[src/rtl/library_store_ctrl.sv]
// Address and handshake controller for the coordinate library SRAM: records (x, y)
// streams into fixed-size slots, tracks each slot's committed length and replays slots.
module library_store_ctrl #(
    parameter int                COORD_W   = 5,
    parameter int                NUM_SLOTS = 26,
    parameter int                DEPTH_W   = 11,
    parameter int                SLOT_W    = 5,
    parameter int                ADDR_W    = 20,
    parameter logic [ADDR_W-1:0] PARK_ADDR = 20'h06C00
) (
    input  logic                 i_clk,
    input  logic                 i_rst_n,
    input  logic                 i_start,
    input  logic                 i_valid,
    input  logic [COORD_W-1:0]   i_x,
    input  logic [COORD_W-1:0]   i_y,
    input  logic                 i_commit,
    input  logic                 i_abort,
    input  logic                 i_rd_start,
    input  logic [SLOT_W-1:0]    i_rd_slot,
    input  logic                 i_rd_ready,
    output logic                 o_we,
    output logic [2*COORD_W-1:0] o_wdata,
    output logic [ADDR_W-1:0]    o_addr,
    output logic                 o_rd_valid,
    output logic                 o_rd_last,
    output logic [SLOT_W-1:0]    o_slot,
    output logic                 o_busy,
    output logic                 o_full,
    output logic                 o_err
);

    localparam int CNT_W = DEPTH_W + 1;
    localparam logic [CNT_W-1:0]  DEPTH_C   = CNT_W'(2**DEPTH_W);
    localparam logic [SLOT_W-1:0] LAST_SLOT = SLOT_W'(NUM_SLOTS - 1);
    localparam logic [SLOT_W:0]   SLOTS_C   = (SLOT_W+1)'(NUM_SLOTS);

    typedef enum logic [1:0] {
        IDLE,
        REC,
        PLAY
    } state_t;

    state_t             state_q, state_d;
    logic [SLOT_W-1:0]  slot_q, slot_d;
    logic [SLOT_W-1:0]  rd_slot_q, rd_slot_d;
    logic [CNT_W-1:0]   count_q, count_d;
    logic [DEPTH_W-1:0] idx_q, idx_d;
    logic [CNT_W-1:0]   len_q [NUM_SLOTS];
    logic [CNT_W-1:0]   len_d [NUM_SLOTS];

    logic               rd_slot_ok;
    logic [CNT_W-1:0]   req_len;
    logic [CNT_W-1:0]   cur_len;
    logic               is_full;
    logic               wr_ok;
    logic               play_last;
    logic [CNT_W-1:0]   rec_total;

    // Out-of-range playback requests must never index the length table.
    assign rd_slot_ok = ({1'b0, i_rd_slot} < SLOTS_C);
    assign req_len    = rd_slot_ok ? len_q[i_rd_slot] : '0;
    assign cur_len    = len_q[rd_slot_q];
    assign is_full    = (count_q == DEPTH_C);
    assign wr_ok      = (state_q == REC) && i_valid && !is_full && !i_abort;
    assign play_last  = ({1'b0, idx_q} == (cur_len - CNT_W'(1)));
    assign rec_total  = count_q + CNT_W'(wr_ok);

    assign o_busy  = (state_q != IDLE);
    assign o_slot  = slot_q;
    assign o_wdata = {i_x, i_y};

    always_comb begin
        state_d    = state_q;
        slot_d     = slot_q;
        rd_slot_d  = rd_slot_q;
        count_d    = count_q;
        idx_d      = idx_q;
        len_d      = len_q;
        o_we       = 1'b0;
        o_err      = 1'b0;
        o_rd_valid = 1'b0;
        o_rd_last  = 1'b0;
        o_full     = 1'b0;
        o_addr     = PARK_ADDR;

        case (state_q)
            IDLE: begin
                if (i_start) begin
                    state_d = REC;
                    count_d = '0;
                end else if (i_rd_start) begin
                    if (!rd_slot_ok || (req_len == '0)) begin
                        o_err = 1'b1;
                    end else begin
                        rd_slot_d = i_rd_slot;
                        idx_d     = '0;
                        state_d   = PLAY;
                    end
                end
            end

            REC: begin
                o_addr = ADDR_W'({slot_q, count_q[DEPTH_W-1:0]});
                o_full = is_full;
                o_we   = wr_ok;
                if (wr_ok) begin
                    count_d = count_q + CNT_W'(1);
                end
                if (i_valid && is_full && !i_abort) begin
                    o_err = 1'b1;
                end
                // A commit that would store nothing leaves the slot free, like an abort.
                if (i_abort) begin
                    state_d = IDLE;
                end else if (i_commit) begin
                    state_d = IDLE;
                    if (rec_total != '0) begin
                        len_d[slot_q] = rec_total;
                        slot_d        = (slot_q == LAST_SLOT) ? '0 : slot_q + SLOT_W'(1);
                    end
                end
            end

            PLAY: begin
                o_rd_valid = 1'b1;
                o_rd_last  = play_last;
                o_addr     = ADDR_W'({rd_slot_q, idx_q});
                if (i_abort) begin
                    state_d = IDLE;
                end else if (i_rd_ready) begin
                    if (play_last) begin
                        state_d = IDLE;
                    end else begin
                        idx_d = idx_q + DEPTH_W'(1);
                    end
                end
            end

            default: begin
                state_d = IDLE;
            end
        endcase
    end

    always_ff @(posedge i_clk or negedge i_rst_n) begin
        if (!i_rst_n) begin
            state_q   <= IDLE;
            slot_q    <= '0;
            rd_slot_q <= '0;
            count_q   <= '0;
            idx_q     <= '0;
            for (int i = 0; i < NUM_SLOTS; i++) begin
                len_q[i] <= '0;
            end
        end else begin
            state_q   <= state_d;
            slot_q    <= slot_d;
            rd_slot_q <= rd_slot_d;
            count_q   <= count_d;
            idx_q     <= idx_d;
            len_q     <= len_d;
        end
    end

endmodule

[config.mk]
export PLATFORM = sky130hd
export DESIGN_NAME = library_store_ctrl
export DESIGN_NICKNAME = d
export VERILOG_FILES = /design/src/rtl/library_store_ctrl.sv
export SDC_FILE = /design/constraint.sdc
export NUM_CORES = 1
export LEC_CHECK = 0
export CORE_UTILIZATION = 62
export DETAILED_ROUTE_END_ITERATION = 8
export GPL_ROUTABILITY_DRIVEN = 0
export PLACE_DENSITY = 0.78
export SYNTH_ARGS = -nofsm -noshare
export SYNTH_HDL_FRONTEND = slang
export SYNTH_SLANG_ARGS = --single-unit
[constraint.sdc]
create_clock -name i_clk -period 5.2 [get_ports i_clk]
set_clock_uncertainty 0.15 [all_clocks]
set_input_delay 1.04 -clock i_clk [delete_from_list [all_inputs] [get_ports i_clk]]
set_output_delay 1.04 -clock i_clk [all_outputs]
set_load 0.01 [all_outputs]
==> results of run 1 <==
timing repair:
action | in CTS | in global routing
buffers inserted | 11 | 1
gates cloned | 2 | 0
gates resized for setup | 36 | 18
pin swaps | 11 | 11
endpoints found under the setup margin | 2 | 3
hold endpoints to repair | 0 | 0
through the flow:
stage / hold WS (ns) / area [um2]
final: 0.299 / 21000
after global routing: 0.341 / 21000
after CTS: 0.317 / 21000
after detailed placement: 0.340 / 19400
after global placement: 0.330 / 19400
after floorplan: 0.305 / 17900
final cells by class:
class / instances / area, um2
Sequential cell: 347 / 8690
Multi-Input combinational cell: 1310 / 8640
Fill cell: 1894 / 7050
Timing Repair Buffer: 216 / 1900
Clock buffer: 58 / 1170
Tap cell: 378 / 473
Clock inverter: 12 / 106
Inverter: 18 / 67.6
worst max path at each step:
| stage | end | depth (start not counted) |
|---|---|---|
| 2_1_floorplan | o_rd_last | 16 |
| 5_1_grt | o_rd_last | 13 |
| 3_5_place_dp | o_err | 11 |
| 6_report | o_rd_last | 12 |
| 3_3_place_gp | o_rd_last | 15 |
| 4_1_cts | o_rd_last | 16 |
where the power goes:
part	internal, mW	switching, mW	total (mW)
Sequential	2.82	0.258	3.07
Clock	1.61	1.13	2.74
Combinational	1.76	1.96	3.72
flip-flops by register name (all words and copies together) (netlist names):
register   flops
count_q       12
idx_q         11
o_slot         5
state_q        2
rd_slot_q      5
len_q        312
layout by cell type (no fill, tap or decap), types with 6 or more instances in the layout:
master	netlist	layout
mux2i_1	56	52
nor2b_1	14	13
a22oi_1	20	17
clkbuf_8	0	12
nor4b_1	8	7
nor2_1	54	54
clkbuf_1	111	7
a21oi_1	36	36
buf_4	22	163
clkinv_2	0	8
nor4_1	60	59
xnor2_2	0	6
clkbuf_16	0	39
buf_12	0	9
nand2_1	372	372
nor3b_1	8	7
mux2_2	82	82
a31oi_1	13	12
or3_1	12	11
xnor2_1	15	9
inv_1	18	17
clkdlybuf4s50_1	0	35
a221oi_1	14	11
a21boi_0	10	10
nand4_1	25	25
ha_1	13	12
mux4_2	38	40
xor2_1	12	8
o211ai_1	11	11
dfrtp_1	347	344
and2_1	6	6
or4_1	11	11
o21ai_0	292	290
nor3_1	13	13
nand3_1	33	32
kinds of logic after synthesis:
group	count (synthesis)
simple gates	651
compound gates	433
flops	347
mux	182
buf+inv	176
xor+xnor	27
fa+ha+maj	13
other cells	1
per-layer routing:
layer	global-route usage [%]	up-vias
met4	22.3	2
met3	11.3	302
met2	61.6	1183
met5	0	-
li1	-	6752
met1	53.7	7785
worst register-to-register path, cell delays in order, from the launching register on:
cell and delay [ns]:
dfrtp_4 0.53, buf_12 0.17, buf_4 0.17, mux4_2 0.52, mux2_2 0.32, a221oi_2 0.30
a31oi_1 0.13, or3_4 0.44, o311ai_1 0.28, o211ai_1 0.18, buf_4 0.16, buf_4 0.12
buf_4 0.12, buf_4 0.13, or3_1 0.55, nor3b_1 0.25, a211o_1 0.22
==> impl_metrics.toml, run 1 <==
[clock_tree]
cts_tree = "built"
cts_sinks = 347
clkLatencyLatePin_ns = 0.55
cts_hold_buf = 0
cts_buffer_depth = 3
cts-root-buf = "clkbuf_16"
htreeDepth = 2
path_clk_slew_ns = 0.06
numCtsBuffers = 38

[sta]
finalHoldViolations = 0
slew_headroom_pct = 22.8
tns_ns = -0.220
tightest_slew_ns = 1.15
setup_violations = 1
drv_slew = 0
fin_crit_ns = 5.42
max_freq_mhz = 185
fin_crit_sh_pct = 104
rsz0062_at_grt = "yes"
setup_slack_ns = -0.220

[synth]
synthXorXnorAreaFrac_pct = 1.32
seq_area_frac_synth_pct = 48.6
yosysMostFrequentCell = "nand2_1"
yosys-top-cells-area = "dfrtp_1 49%, o21ai_0 8.2%, nand2_1 7.8%"
ys_ff_latch = 347
synthArstFlopShare_pct = 100
yosys.area.top_type = "dfrtp_1"
synth.distinct_cells = 77
yosysTopAreaCellShare_pct = 48.6
yosys-top-cells-count = "372 x nand2_1, 347 x dfrtp_1, 292 x o21ai_0, 111 x clkbuf_1, 82 x mux2_2"
synth_compound_area_share_pct = 13.9
yosysWarnings = 0
synth_cells = 1830
syn_area_um2 = 17900
syn_avg_cell_area_um2 = 9.77
synth_top_family_by_area = "simple AND/OR/NAND/NOR gates"
synth.area.mux_share_pct = 13.7
synth_edf_count = 0
synthAdderAreaFrac_pct = 0.910
synth_flop_cell = "dfrtp_1"
synthSimpleGateAreaFrac_pct = 17.1

[drt]
drc = 0
antenna_left = 0
via_per_inst = 6.85
firstDrtPassIters = 7
num_vias = 16000
met1Wirelength_mm = 21.3
dr_wl_met3_mm = 7.24
wl_per_cell_um = 24.8
wirelength_mm = 57.9
met2_length_mm = 25.9
drt_first_iter_violations = 2204
routed.top_layer = "met5"

[place]
io_buffers = 39
pre_cts_slack_ns = -0.149
dp_hpwl_mm = 39.2
numPlacedInstances = 2255

[run_status]
status = "finished, violations left"
violations = "setup timing"

[setup_path]
r2r-end = "idx_q[10]"
cp_slowest_cell = "or4_4"
critical_path.top_delay_family = "simple AND/OR/NAND/NOR gates"
criticalPathCategory = "reg2out"
path_max_fanout = 8
cp_cell_sequence = "buf_4 > mux4_2 > o22ai_2 > o22ai_1 > nand3b_1 > or4_4 > or4b_1 > a31oi_1 > a211oi_2 > nor4b_2 > buf_4 > buf_6"
rrSetupSlack_ns = 0.33
critPathMaxStageDelay_ns = 0.53
path_common_cell = "buf_4"
worst_setup_path_end_kind = "primary output"
ff2ff_path_depth = 16
path_buf_inv = 3
cp.required_ns = 4.01
worstSetupStartpointType = "register"
critPathArrivalTime_ns = 4.23
r2r_start = "rd_slot_q[1]"
cp-startpoint = "rd_slot_q[0]"

[die]
start_util_pct = 63.6
io_pins = 64
die_h_um = 172
die_w_um = 172
rows = 61
core_area_um2 = 28100
dieArea_um2 = 29500

[finish]
area_delta_synth_final_pct = 17.7
final_nets = 1967
drive_gt1_share_pct = 21.4
fin_cells = 2339
antenna_cells = 0
post-route-util_pct = 74.9

[power]
powerDensity_nw_per_um2 = 453
p_leak_nw = 9.26
total_power_mw = 9.53
irDropWorstVdd_v = 0.000319

[global_route]
overflow = 0
grt.total_usage_pct = 40.8
grt_max_degree = 115
grt_antenna_before_repair = 1
grt_pass1_wl_mm = 90.4
grt_pass1_vias = 15800

[job]
cap_viol_max_count = 0

[min_path]
hold_class = "in2async"
(Power assumes the default switching activity.)
==> run 2, diff against run 1 <==
--- a/config.mk
+++ b/config.mk
@@ -9,6 +9,7 @@
 export DETAILED_ROUTE_END_ITERATION = 8
 export GPL_ROUTABILITY_DRIVEN = 0
 export PLACE_DENSITY = 0.78
+export SKIP_CTS_REPAIR_TIMING = 1
 export SYNTH_ARGS = -nofsm -noshare
 export SYNTH_HDL_FRONTEND = slang
 export SYNTH_SLANG_ARGS = --single-unit
==> constraint.sdc (replaced) <==
create_clock -name i_clk -period 5 [get_ports i_clk]
set_clock_uncertainty 0.15 [all_clocks]
set_input_delay 1 -clock i_clk [delete_from_list [all_inputs] [get_ports i_clk]]
set_output_delay 1 -clock i_clk [all_outputs]
set_load 0.01 [all_outputs]
==> run 2 against run 1 <==
Compared with the run above: global-route usage is 1.2 points lower; largest cell class is now multi-input gates; first-iteration DRC count is 2.9% lower; total power is 5.1% higher; utilization is 1.2 points higher; worst hold slack better by 0.049 ns; the flow still finishes with violations (setup timing); cell area is 1.6% higher; non-clock buffer count is 39 higher; clock power is 5% higher; count of clock-buffer cells in the layout is 9 lower; critical path depth stayed put.
==> impl_metrics.toml, run 2 (synthesis gave the netlist of run 1 again) <==
[run_status]
status = "finished, violations left"
violations = "setup timing"

[finish]
post-route-util_pct = 76.1
largest_registers = "len_q: 312 flops, count_q: 12 flops, idx_q: 11 flops"
area_delta_synth_final_pct = 19.6
layout_commonest_cell = "nand2_1"
top_register = "len_q"
fin_area_um2 = 21400
antenna_cells = 0
regArea_um2 = 8690
fin_cells = 2373
layout_common_cells = "372 x nand2_1, 344 x dfrtp_1, 288 x o21ai_0"
drive_gt1_share_pct = 23.4
final_nets = 2006
fillers = 1852
largest_reg_flops = 312
multi_input_area_um2 = 8730

[die]
start_util_pct = 63.6
dieArea_um2 = 29500
rows = 61
die_w_um = 172
core_area_um2 = 28100
die_h_um = 172
io_pins = 64

[global_route]
overflow = 0
grt_antenna_before_repair = 0
grt_max_degree = 125
grt_pass1_wl_mm = 87.6
grt.total_usage_pct = 39.6
grt_pass1_vias = 15200

[place]
pre_cts_slack_ns = -0.319
dp_hpwl_mm = 39.3
place_area_um2 = 19700
io_buffers = 39
numPlacedInstances = 2298

[setup_path]
r2r_start = "count_q[8]"
worstSetupStartpointType = "register"
cp.required_ns = 3.85
cp-startpoint = "rd_slot_q[0]"
criticalPathCategory = "reg2out"
critPathArrivalTime_ns = 4.18
worst_setup_path_end_kind = "primary output"
path_max_fanout = 5

[sta]
fin_crit_ns = 5.33
max_freq_mhz = 188
setup_slack_ns = -0.330
drv_slew = 0
setup_violations = 1
rsz0062_at_grt = "yes"
tns_ns = -0.330
finalHoldViolations = 0
fin_crit_sh_pct = 107
tightest_slew_ns = 1.03
whs_ns = 0.348
slew_headroom_pct = 30.9

[power]
irDropWorstVdd_v = 0.000290
total_power_mw = 10.0
powerDensity_nw_per_um2 = 469
p_leak_nw = 9.45

[min_path]
hold_class = "reg2reg"
min_from = "len_q[292]"

[drt]
wl_per_cell_um = 24.4
drc = 0
wirelength_mm = 57.9
num_vias = 16000
antenna_left = 0
via_per_inst = 6.72
drt_first_iter_violations = 2141
firstDrtPassIters = 6

[job]
cap_viol_max_count = 0

[clock_tree]
cts_buffer_depth = 3
path_clk_slew_ns = 0.06
clkLatencyLatePin_ns = 0.54
htreeDepth = 2
cts_sinks = 347
cts_tree = "built"
cts-root-buf = "clkbuf_16"
numCtsBuffers = 38
## run 2: cell types whose count changed in the layout (fill, tap and decap cells not counted), moves of 3 or more
cell / change
o21ai_1: +3
a31oi_2: +3
mux2i_2: +3
a31oi_1: -4
clkbuf_8: -6
clkbuf_1: -3
buf_4: +40
## run 2: critical path, cell delays in order, from the launching register on
cell and delay [ns]:
dfrtp_4 0.49, buf_6 0.14, mux4_2 0.53, a22oi_2 0.29
and3_4 0.26, o2111ai_4 0.12, or4_4 0.58, or4b_4 0.51
a31oi_4 0.17, a211oi_2 0.07, nor4b_2 0.23, buf_4 0.16
buf_6 0.09
## run 2: area by class of cell
class,count,share of cell area [%]
inverters,18,0.316
clock inverters,16,0.866
well taps,378,2.21
repair buffers,255,10.1
flip-flops and latches,347,40.7
multi-input cells,1310,40.8
clock buffers,49,5.02
## run 2: routing by layer
layer  wire length (um)  global-route usage (%)
met1              21500                    53.8
met2              26400                    61.4
met3               7080                    8.42
met4               3040                    17.9
met5                  0                       0
## run 2: path summary, 6_finish.rpt
path	cells after the start	slack, ns	to
worst max register to register	19	0.38	len_q[220]
max in group asynchronous	2	3.14	len_q[309]
worst min register to register	2	0.35	len_q[292]
min in group asynchronous	1	0.43	len_q[75]
worst min-delay path	2	0.35	len_q[292]
worst max-delay path	12	-0.33	o_rd_last
## run 2: report_power, final
part / switching (mW) / internal, mW / total, mW
registers: 0.242 / 2.93 / 3.17
logic: 2.14 / 1.84 / 3.98
clock network: 1.19 / 1.68 / 2.87
==> run 3, diff against run 2 <==
--- a/config.mk
+++ b/config.mk
@@ -5,10 +5,10 @@
 export SDC_FILE = /design/constraint.sdc
 export NUM_CORES = 1
 export LEC_CHECK = 0
-export CORE_UTILIZATION = 62
+export CORE_UTILIZATION = 37
 export DETAILED_ROUTE_END_ITERATION = 8
 export GPL_ROUTABILITY_DRIVEN = 0
-export PLACE_DENSITY = 0.78
+export PLACE_DENSITY = 0.5
 export SKIP_CTS_REPAIR_TIMING = 1
 export SYNTH_ARGS = -nofsm -noshare
 export SYNTH_HDL_FRONTEND = slang
==> run 3 against run 2 <==
Compared with the run above: the flow still finishes with violations (setup timing); sequential power about the same; die area grew 67%; via count is 6.6% lower; cell area up 3.5%; register-to-register slack worse by 0.12 ns; sequential share of layout area fell by 1.4 points; utilization is 30 points lower; routed wire length is 7.1% higher; clock power rose by 6%; count of clock-buffer cells in the layout increased by 10; critical path type unchanged; critical endpoint unchanged.
==> impl_metrics.toml, run 3 (synthesis gave the netlist of run 1 again) <==
[die]
io_pins = 64
die_w_um = 222
rows = 80
core_area_um2 = 47600
start_util_pct = 37.5
die_h_um = 222
dieArea_um2 = 49200

[drt]
wl_per_cell_um = 23.2
drc = 0
wirelength_mm = 62.0
firstDrtPassIters = 5
num_vias = 14900
via_per_inst = 5.58
drt_first_iter_violations = 1117
antenna_left = 0

[run_status]
status = "finished, violations left"
violations = "setup timing"

[finish]
drive_gt1_share_pct = 24.4
layout_common_cells = "372 x nand2_1, 344 x dfrtp_1, 290 x o21ai_0"
final_nets = 2065
top_register = "len_q"
fillers = 4498
largest_reg_flops = 312
layout_commonest_cell = "nand2_1"
area_delta_synth_final_pct = 23.8
largest_registers = "len_q: 312 flops, count_q: 12 flops, idx_q: 11 flops"

[place]
dp_hpwl_mm = 44.6
io_buffers = 39
pre_cts_slack_ns = -0.350

[clock_tree]
cts_tree = "built"
htreeDepth = 2
cts_buffer_depth = 3
cts_sinks = 347
clkLatencyLatePin_ns = 0.58
cts-root-buf = "clkbuf_16"
path_clk_slew_ns = 0.06
numCtsBuffers = 42

[global_route]
grt_antenna_before_repair = 0
overflow = 0
grt_use_met3_pct = 2.50
met1_usage_pct = 36.0
grt_pass1_wl_mm = 96.2
grt_pass1_vias = 15000
grt_max_degree = 138
top_usage_layer = "met2"
use_met2_pct = 42.2
grt.total_usage_pct = 25.8

[setup_path]
worstSetupStartpointType = "register"
cp.required_ns = 3.85
criticalPathCategory = "reg2out"
critPathArrivalTime_ns = 4.33
path_max_fanout = 11
worst_setup_path_end_kind = "primary output"

[job]
cap_viol_max_count = 0

[min_path]
hold_class = "in2async"

[power]
powerDensity_nw_per_um2 = 457
total_power_mw = 10.1
p_leak_nw = 9.79
irDropWorstVdd_v = 0.000242

[sta]
drv_slew = 0
fin_crit_sh_pct = 110
setup_violations = 1
tightest_slew_ns = 0.948
rsz0062_at_grt = "yes"
slew_headroom_pct = 36.8
fin_crit_ns = 5.48
max_freq_mhz = 183
setup_slack_ns = -0.476
finalHoldViolations = 0
[run 3: changes by cell type in the layout (fill, tap and decap cells not counted), moves of 3 or more]
cell	before	now
buf_4	203	255
buf_12	7	13
clkbuf_1	4	9
a221oi_1	10	14
a221oi_2	4	0
a31oi_1	8	12
a31oi_2	4	0
buf_6	5	2
clkbuf_16	40	43
mux2i_1	50	53
mux2i_2	6	3
[run 3: worst paths after layout]
path                                   start      endpoint  slack, ns  cells after the start
worst max-delay path            rd_slot_q[1]     o_rd_last      -0.48                     12
max in group asynchronous            i_rst_n  rd_slot_q[0]       3.31                      2
worst min register to register      len_q[7]      len_q[7]       0.35                      2
min in group i_clk                  len_q[7]      len_q[7]       0.35                      2
worst max register to register  rd_slot_q[1]    state_q[1]       0.26                     13
worst min-delay path                 i_rst_n     len_q[80]       0.20                      1
[run 3: area by class of cell]
class                      count  area, um2  area share, %
clock inverter                12        160          0.724
sequential                   347       8690           39.3
tap                          615        769           3.48
timing repair buffer         310       2610           11.8
multi-input combinational   1310       8610           38.9
clock buffer                  59       1210           5.45
antenna                        1       2.50         0.0113
inverter                      18       67.6          0.305
[run 3: through the flow]
step | setup TNS, ns | hold WS, ns | util [%] | area, um2 | std cells
6_report | -0.476 | 0.196 | 46.4 | 22100 | 2672
2_1_floorplan | 0 | 0.305 | - | 17900 | 1833
4_1_cts | -1.30 | 0.190 | 46.1 | 22000 | 2669
3_3_place_gp | -0.697 | 0.325 | 43.2 | 20600 | 2598
3_5_place_dp | -0.673 | 0.336 | 43.2 | 20600 | 2598
5_1_grt | -0.581 | 0.212 | 46.4 | 22100 | 2671
[run 3: power breakdown]
group | internal, mW | total (mW) | switching [mW]
clock | 1.83 | 3.05 | 1.22
sequential | 2.93 | 3.19 | 0.256
combinational | 1.84 | 3.88 | 2.04
[run 3: worst max-delay path, stage by stage (launching register included)]
cell      delay (ns)
dfrtp_4         0.49
buf_12          0.17
mux4_2          0.57
a22oi_1         0.31
buf_4           0.17
a31oi_1         0.17
or4_4           0.59
or4b_1          0.51
a31oi_1         0.15
a211oi_1        0.10
nor4b_2         0.22
buf_4           0.16
clkbuf_2        0.13
[run 3: metal layers]
layer	vias to the layer above	wire length, um
met5	-	0
li1	6967	-
met2	366	29400
met4	0	1750
met1	7464	28500
met3	103	2390
==> variant 1 (settings of run 3) <==
`SLOT_W`: 5 -> 10.
--- a/src/rtl/library_store_ctrl.sv
+++ b/src/rtl/library_store_ctrl.sv
@@ -5,5 +5,5 @@
     parameter int                NUM_SLOTS = 26,
     parameter int                DEPTH_W   = 11,
-    parameter int                SLOT_W    = 5,
+    parameter int                SLOT_W    = 10,
     parameter int                ADDR_W    = 20,
     parameter logic [ADDR_W-1:0] PARK_ADDR = 20'h06C00
Interface: changed (resized i_rd_slot and o_slot); port bits go from 64 to 74. The function was not compared with the original's and may differ.
==> variant 1 against run 3 <==
The flow still finishes with violations (negative setup slack); worst setup slack improved by 0.087 ns; design area is 0.91% lower; synthesized area increased by 2.7%; wire length is 0.86% lower; sequential share of layout area up 1.4 points; synthesized cell count increased by 1.4%; sequential cell count increased by 9; critical endpoint unchanged; highest routed layer unchanged.
Power is not compared: it rests on default switching activity, and its combinational part moved more than twofold at a synthesized area within 25%.
==> variant 1: results (changes against run 3) <==
metric	value	unit	change
syn_area_per_cell	9.896	um2	was 9.768 um2
synth_cell_type_count	80		was 77
synth_compound_gate_area_share	0.1358		was 0.1387
nClkBuffers	64		was 59
dp.cells	2586		was 2598
clk_share	0.05937		was 0.06177
synth-seq-area-share	0.4853		was 0.4858
setup_slack	-0.3893	ns	was -0.4760 ns
fin_tns_setup	-0.3893	ns	was -0.4760 ns
fin_nets	2011		was 2065
place_area	20440	um2	was 20590 um2
setup_viol	1		unchanged
cts.sinks	356		was 347
slowest_stage	dfrtp_4		was or4_4
ff2ff_setup_slack	0.48	ns	was 0.26 ns
fillers	4723		was 4498
signal_buffers	221		was 310
layout.nonclk_buf_frac	0.08768		was 0.1179
violations	negative setup slack		unchanged
first_pass_iters	6		was 5
crit_family	compound AO/OA/AOI/OAI gates		was simple AND/OR/NAND/NOR gates
multi_input_area_share	0.4048		was 0.3894
num-multi-input-gates	1329		was 1310
reg2regPathDepth	17		was 13
status	finished with violations		unchanged
diodes	0		was 1
-- variant 1: changes by cell type in the layout (fill, tap and decap cells not counted), moves of 9 or more --
| cell | before | now |
|---|---|---|
| nor2_1 | 54 | 66 |
| mux2i_1 | 53 | 62 |
| mux2_2 | 82 | 67 |
| clkdlybuf4s50_1 | 35 | 50 |
| a31oi_1 | 12 | 3 |
| buf_4 | 255 | 155 |
| dfrtp_1 | 344 | 353 |
| a22oi_1 | 19 | 34 |
| nand2_1 | 372 | 357 |
| nand3_1 | 32 | 42 |
| o21ai_0 | 290 | 281 |
-- variant 1: routing by layer --
layer,vias up,part of all wire,global-route usage
met5,-,0,0
met4,0,0.034,0.09348
met3,111,0.050,0.03723
met2,389,0.46,0.3818
met1,7372,0.46,0.3502
li1,6884,-,-
==> variant 2 (config.mk and constraints of run 3) <==
Made on the original files. Put a register stage on the output `o_err`. The value now appears one clock later. The other outputs are not delayed to match.
--- a/src/rtl/library_store_ctrl.sv
+++ b/src/rtl/library_store_ctrl.sv
@@ -42,4 +42,6 @@
     } state_t;
 
+    logic o_err_d;
+
     state_t             state_q, state_d;
     logic [SLOT_W-1:0]  slot_q, slot_d;
@@ -79,5 +81,5 @@
         len_d      = len_q;
         o_we       = 1'b0;
-        o_err      = 1'b0;
+        o_err_d    = 1'b0;
         o_rd_valid = 1'b0;
         o_rd_last  = 1'b0;
@@ -92,5 +94,5 @@
                 end else if (i_rd_start) begin
                     if (!rd_slot_ok || (req_len == '0)) begin
-                        o_err = 1'b1;
+                        o_err_d = 1'b1;
                     end else begin
                         rd_slot_d = i_rd_slot;
@@ -109,5 +111,5 @@
                 end
                 if (i_valid && is_full && !i_abort) begin
-                    o_err = 1'b1;
+                    o_err_d = 1'b1;
                 end
                 // A commit that would store nothing leaves the slot free, like an abort.
@@ -164,4 +166,8 @@
     end
 
+    always_ff @(posedge i_clk) begin
+        o_err <= o_err_d;
+    end
+
 endmodule
 
Function: not settled (the Yosys comparison gave no result); the edit may change what the design does.
==> variant 2 against run 3 <==
Sequential share of layout area grew 1.2 points; design area shrank 2.8%; worst setup slack gained 0.50 ns; core utilization shrank 1.5 points; power shrank 0.25%; register-to-register slack gained 0.50 ns; non-clock buffer count shrank 112; final cell count shrank 5.2%; sequential power is essentially flat; wire length shrank 2.6%; synthesized area grew 0.59%; sequential cell count grew 1; synthesized cell count shrank 2.0%.
==> variant 2: results (changes against run 3) <==
metric	value	unit	change
largest_reg_flops	312		unchanged
setup_viol	0		was 1
grt_pass1_vias	14251		was 14.96k
fillers	4524		was 4498
r2r-start	rd_slot_q[0]		was rd_slot_q[1]
htreeDepth	2		unchanged
r2r-end	state_q[0]		was state_q[1]
largest_registers	len_q (312), count_q (12), idx_q (11)		unchanged
synth_ff_type	dfrtp_1		unchanged
first_pass_iters	5		unchanged
syn_area_per_cell	10.03	um2	was 9.768 um2
synth-seq-area-share	0.4841		was 0.4858
grt_usage	0.2458		was 0.2575
grt_max_degree	118		was 138
wl_per_cell	23.87	um	was 23.22 um
clk_path_buf_depth	3		unchanged
dr_total_vias	14512		was 14.90k
power.total	10.09	mW	was 10.11 mW
ff2ff_setup_slack	0.76	ns	was 0.26 ns
irDropWorstVdd	0.2141	mV	was 0.2418 mV
synthTopCellsByArea	dfrtp_1, o21ai_0, nand2_1		unchanged
grt_first_pass_wirelength	92140	um	was 96160 um
numCtsBuffers	42		unchanged
synth_commonest_cells	dfrtp_1, nand2_1, o21ai_0, clkbuf_1, mux2_2		was nand2_1, dfrtp_1, o21ai_0, clkbuf_1, mux2_2
dp.cells	2420		was 2598
insertion_delay	0.58	ns	about the same
min_path_type	input pin to asynchronous set/reset pin		unchanged
postSynth.asyncResetShare	0.9971		was 1.000
layout-drive-gt1-share	0.2140		was 0.2437
grt_use_met2	0.3931		was 0.4217
clkTransAtPathRegs	0.06	ns	about the same
antenna_found_initial	2		was 0
port_buffers	39		unchanged
path_max_fanout	4		was 11
arrival	3.83	ns	was 4.33 ns
ant_nets	0		unchanged
reg2regPathDepth	16		was 13
fin_nets	1918		was 2065
status	complete, no violations		was finished with violations
p_leak	9.332	nW	was 9.787 nW
hpwl	41770	um	was 44570 um
first_iter_violations	1349		was 1117
finalNonFillerCells	2533		was 2672
synth_cell_type_count	80		was 77
max_slew.worst_pin.slew	0.9734	ns	was 0.9478 ns
root_buffer	clkbuf_16		unchanged
grt_use_met1	0.3508		was 0.3601
ys_warn_count	0		unchanged
grtUsageMet3	0.03121		was 0.02505
[variant 2: cell count changes in the layout (fill, tap and decap cells not counted), moves of 9 or more]
cell and change:
buf_4 -112, nand2_1 -32, mux2i_1 -16, a21oi_1 -12, mux4_2 +11, nor3_1 +11
or4_1 +9
[variant 2: final cells by class]
class	instances	area, um2	area share
repair buffers	198	1764	0.08204
inverters	17	63.81	0.002968
clock buffers	57	1157	0.05382
multi-input cells	1275	8680	0.4036
flip-flops and latches	348	8711	0.4051
diodes	2	5.005	0.0002327
well taps	615	769.5	0.03578
clock inverters	21	352.8	0.01641
[variant 2: metal layers]
| metal | wire, um | part of all wire | vias up |
|---|---|---|---|
| met5 | 0 | 0 | - |
| met1 | 27850 | 0.46 | 7368 |
| li1 | - | - | 6639 |
| met2 | 28060 | 0.46 | 412 |
| met3 | 3178 | 0.053 | 93 |
| met4 | 1368 | 0.023 | 0 |
[variant 2: how the worst max path moves through the flow]
stage / depth (start not counted) / slack, ns / to / from
final: 13 / 0.02 / o_rd_last / rd_slot_q[0]
after global routing: 14 / -0.06 / o_rd_last / rd_slot_q[0]
after CTS: 11 / -0.62 / o_rd_last / rd_slot_q[0]
after detailed placement: 11 / 0.01 / o_rd_last / rd_slot_q[0]
after global placement: 11 / 0.01 / o_rd_last / rd_slot_q[0]
after floorplan: 14 / 0.82 / o_rd_last / rd_slot_q[1]
[variant 2: report_power, final]
group          internal (mW)  switching (mW)  total [mW]  leakage [nW]
sequential              2.93           0.252        3.18          4.81
combinational           1.62            1.92        3.54          3.78
clock                   2.10            1.27        3.37         0.744
total                   6.65            3.44        10.1          9.33
[variant 2: kinds of logic after synthesis]
family          Yosys count  share of synthesized area
fa+ha+maj                13                   0.009047
compound gates          419                     0.1388
other cells               1                  0.0002086
mux                     171                     0.1367
buf+inv                 173                    0.04704
simple gates            639                     0.1691
flops                   348                     0.4841
xor+xnor                 29                    0.01496
[variant 2: worst max-delay path, cell delays in order (launching register included)]
cell       delay, ns
dfrtp_4         0.50
buf_6           0.16
clkbuf_16       0.15
buf_4           0.14
mux4_2          0.46
a22oi_1         0.22
nand3_1         0.27
buf_4           0.23
a221oi_2        0.29
nand4_1         0.15
o211ai_2        0.20
o2111ai_4       0.14
nor3_2          0.18
buf_4           0.17
[variant 2: stage by stage]
step	hold WS (ns)	area [um2]	worst slack, ns
floorplan	0.3074	17990	0.8247
global placement	0.3344	19500	0.01472
detailed placement	0.3418	19500	0.01451
CTS	0.3363	21010	-0.6195
global route	0.3755	21500	-0.05596
finish	0.3370	21500	0.02156
